===== src/rtl/ballot_unit.sv =====
// Single-ballot voting controller: synchronizes two candidate buttons, accepts
// one press per armed ballot, and flags spoiled (simultaneous) or expired ballots.
module ballot_unit #(
  parameter int TIMEOUT_CYCLES = 1000,
  parameter int BALLOT_W       = 8
) (
  input  logic                clk,
  input  logic                reset,
  input  logic                arm,
  input  logic                btn_a,
  input  logic                btn_b,
  output logic                vote_a,
  output logic                vote_b,
  output logic                ready,
  output logic                spoiled,
  output logic                expired,
  output logic [BALLOT_W-1:0] ballots_cast
);

  // state    | meaning
  // IDLE     | no ballot open, buttons ignored, waiting for arm
  // ARMED    | ballot open, voter lamp lit, wait counter running
  // WAIT_REL | ballot closed, waiting for both buttons to be released
  localparam logic [1:0] IDLE     = 2'd0;
  localparam logic [1:0] ARMED    = 2'd1;
  localparam logic [1:0] WAIT_REL = 2'd2;

  localparam logic [15:0] WAIT_LAST = 16'(TIMEOUT_CYCLES - 1);

  logic [1:0]  state;
  logic [15:0] wait_cnt;

  // Bit 0 tracks button A, bit 1 tracks button B.
  logic [1:0] btn_s1;
  logic [1:0] btn_s2;
  logic [1:0] btn_s3;
  logic [1:0] btn_rise;

  always_ff @(posedge clk or negedge reset) begin
    if (!reset) begin
      state        <= IDLE;
      wait_cnt     <= '0;
      btn_s1       <= '0;
      btn_s2       <= '0;
      btn_s3       <= '0;
      btn_rise     <= '0;
      vote_a       <= 1'b0;
      vote_b       <= 1'b0;
      ready        <= 1'b0;
      spoiled      <= 1'b0;
      expired      <= 1'b0;
      ballots_cast <= '0;
    end else begin
      btn_s1   <= {btn_b, btn_a};
      btn_s2   <= btn_s1;
      btn_s3   <= btn_s2;
      btn_rise <= btn_s2 & ~btn_s3;

      vote_a  <= 1'b0;
      vote_b  <= 1'b0;
      spoiled <= 1'b0;
      expired <= 1'b0;

      case (state)
        IDLE: begin
          if (arm) begin
            state    <= ARMED;
            ready    <= 1'b1;
            wait_cnt <= '0;
          end
        end
        ARMED: begin
          // A press is checked before the terminal count so it wins a tie.
          if (btn_rise == 2'b11) begin
            spoiled <= 1'b1;
            ready   <= 1'b0;
            state   <= WAIT_REL;
          end else if (btn_rise[0]) begin
            vote_a       <= 1'b1;
            ballots_cast <= ballots_cast + 1'b1;
            ready        <= 1'b0;
            state        <= WAIT_REL;
          end else if (btn_rise[1]) begin
            vote_b       <= 1'b1;
            ballots_cast <= ballots_cast + 1'b1;
            ready        <= 1'b0;
            state        <= WAIT_REL;
          end else if (wait_cnt == WAIT_LAST) begin
            expired <= 1'b1;
            ready   <= 1'b0;
            state   <= IDLE;
          end else begin
            wait_cnt <= wait_cnt + 16'd1;
          end
        end
        WAIT_REL: begin
          if (btn_s2 == 2'b00) state <= IDLE;
        end
        default: begin
          state <= IDLE;
          ready <= 1'b0;
        end
      endcase
    end
  end

endmodule


===== config.mk =====
export PLATFORM = sky130hd
export DESIGN_NAME = ballot_unit
export DESIGN_NICKNAME = d
export VERILOG_FILES = /design/src/rtl/ballot_unit.sv
export SDC_FILE = /design/constraint.sdc
export NUM_CORES = 1
export LEC_CHECK = 0
export ABC_AREA = 0
export BUFFER_PORTS_ARGS = -buffer_cell sky130_fd_sc_hd__buf_2
export CAP_MARGIN = 40
export CORE_AREA = 2 2 72 74
export DETAILED_ROUTE_END_ITERATION = 10
export DIE_AREA = 0 0 74 76
export SLEW_MARGIN = 20
export SYNTH_ARGS = -nofsm -noshare
export SYNTH_HDL_FRONTEND = slang
export SYNTH_SLANG_ARGS = --single-unit

===== constraint.sdc =====
create_clock -name clk -period 2.86 [get_ports clk]
set_clock_uncertainty 0.05 [all_clocks]
set_input_delay 0.143 -clock clk [delete_from_list [all_inputs] [get_ports clk]]
set_output_delay 0.143 -clock clk [all_outputs]
set_load 0.02 [all_outputs]

==> qor.csv <==
metric,value,unit
outcome,completed,
startpoint types,flop,
GR Util All Layers,15.7,%
most frequent cells in the layout,"39 x dfrtp_1, 17 x buf_2, 12 x nand2_1, 10 x nand3_1",
clk buf depth,2,
Worst Path Max Fanout,16,
"Seq/Total Area, Yosys",50.9,%
via count,1421,
post-cts resize count,0,
vias in the first global route,1394,
root buf cell,clkbuf_8,
Slew @ Worst Pin,0.836,ns
clock share of power,28.7,%
DR WL/cell,14.5,um
layout cells sized above 1,18.5,%
grt ovf,0,
Setup Viol. Count Final,0,
Die Ht,76,um
Syn Inst Count,172,
WP data arrival,2.58,ns
Final Hold Fails,0,
drt total wl,3.83,mm
synthesis warning total,0,
post-synth cell types,46,
Flop pwr share,44.9,%
Post-synth EDFFs,0,
initial antenna violation count,0,
Main synth FF type,dfrtp_1,
Worst setup EP type,flop,
Syn Nets,183,
"commonest non-fill, non-tap cell in the layout",dfrtp_1,
# IOs,18,
H-tree depth,2,
largest net degree at the start of global routing,40,
worst min path class,input pin to flop,
Core Region,4910,um^2
mean area per synthesized cell,11.1,um^2
"Setup Fix Bufs, Post-CTS",0,
Slew HR,44.2,%
max-cap violations,0,
Die Footprint,5620,um^2
Comb power frac,26.4,%
area occupied by multi-input gates,888,um^2
"non-filler cells, final",265,
Sinks on Clock Net,39,
peak supply drop,735,uV
cell area after synthesis,1920,um^2
first-pass GRT wire length,6.79,mm
# rows,26,
synthesized flop and latch total,39,
"CTS clk-pin slew, worst paths",0.08,ns
Sum Neg Setup Slack,0,ns
CTS Hold Buffers Added,3,
"FFs w/ async S/R, synth",100,%
sequential cell area,976,um^2
DRC violations left,0,
Final period util,85.2,%
DP HPWL,2.78,mm
power density over cell area,742,nW/um^2
Max Slew Vio Count,0,
total CTS buffers,5,
drt pass-1 iters,4,
ant diodes,0,
Cell Int Power,0.00106,W
Sw Ratio,36.0,%
TritonCTS clock tree,done,
"Worst Path Class, Setup",flop to flop,
Leak Pwr,0.984,nW
Area growth syn-to-layout,16.5,%
Fmax,0.410,GHz
"Clk Latency, worst-skew pair",0.29,ns
Routed Antenna Nets,0,
Placed Instances,253,
fillers,459,
Initial Util,39.0,%
unrepaired setup endpoints after global routing,no,
Port Buffers,17,
die width,74,um
drt first-iter violations,95,
vias per cell,5.36,
Worst Path Required,3.00,ns
RD Place Congestion,0.801,
Final Critical Period,2.44,ns
final net count,205,
NetSw,0.000598,W
[final cells by class]
cell class              instances  share of cell area, %
flip-flops and latches         39                   43.7
clock inverters                 3                   2.13
well taps                      70                   3.92
multi-input cells             122                   39.8
inverters                       4                  0.672
repair buffers                 22                   6.72
clock buffers                   5                   3.08
[critical path, stage by stage (launching register included)]
cell	delay (ns)
dfrtp_1	0.42
ha_1	0.25
or4b_4	0.51
a21o_1	0.32
or3_1	0.53
o41ai_2	0.25
[logic make-up (layout without fill, tap and decap cells)]
group	count (synthesis)	in the layout	share of synthesized area (%)
and+or+nand+nor	70	70	22.5
DFF	39	39	50.9
AOI/OAI and AO/OA	34	34	14.2
buffers and inverters	11	34	2.74
xor gates and xnor gates	8	8	3.66
adders and majority gates	6	6	3.92
muxes	4	4	2.15
[Yosys cell counts (all sizes together), types with 2 or more instances]
master	number	share of area [%]
dfrtp	39	51
nand2	12	2.3
nand3	10	2.6
o31ai	9	4.0
nor2	7	1.4
xnor2	7	3.2
and2	6	2.0
ha	6	3.9
nand2b	6	2.0
o21ai	6	1.6
a21oi	5	1.3
clkbuf	5	0.98
inv	4	0.78
nand4	4	1.3
nor4	4	2.1
or4	4	1.6
a31oi	3	0.98
and4	3	1.4
mux2i	3	1.6
nor2b	3	0.98
a41o	2	1.0
and3	2	0.65
buf	2	0.98
o41ai	2	1.3
or4b	2	1.2
[through the flow]
stage	util (%)	area (um^2)	total power (W)	hold WS (ns)	setup WS, ns
after floorplan	-	1920	0.00105	-0.203	0.701
after global placement	41.9	2060	0.00116	0.205	0.530
after detailed placement	41.9	2060	0.00118	0.204	0.447
after CTS	44.9	2210	0.00166	0.136	0.432
after global routing	45.5	2230	0.00177	0.176	0.307
final	45.5	2230	0.00166	0.147	0.423
[flip-flops by register name, summed over array words and instances (netlist names), 2 cells and up]
signal and cells:
btn_s2 2, ballots_cast 8, btn_s1 2, btn_rise 2
wait_cnt 16, btn_s3 2, state 2
[power by group through the flow]
stage	Sequential (W)	Combinational, W	Clock, W
6_report	0.000744	0.000438	0.000476
3_5_place_dp	0.000752	0.000432	0
2_1_floorplan	0.000756	0.000295	0
3_3_place_gp	0.000749	0.000415	0
5_1_grt	0.000765	0.000489	0.000513
4_1_cts	0.000743	0.000435	0.000486
[final timing paths]
check	from	to	slack, ns	cells past startpoint
hold reg to reg	btn_s1[0]	btn_s2[0]	0.31	0
hold / removal	arm	ready	0.15	3
max in group asynchronous	reset	wait_cnt[10]	2.03	3
setup reg to reg	btn_rise[0]	wait_cnt[8]	0.42	5
setup / recovery	btn_rise[0]	wait_cnt[8]	0.42	5
min in group asynchronous	reset	btn_s3[1]	0.28	2
[per-layer routing]
| metal | global-route usage, % | routed length [um] |
|---|---|---|
| met3 | 4.76 | 154 |
| met2 | 22.9 | 1780 |
| met5 | 0 | 0 |
| met4 | 6.00 | 54 |
| met1 | 21.7 | 1840 |
Power figures use the tool's default switching activity.
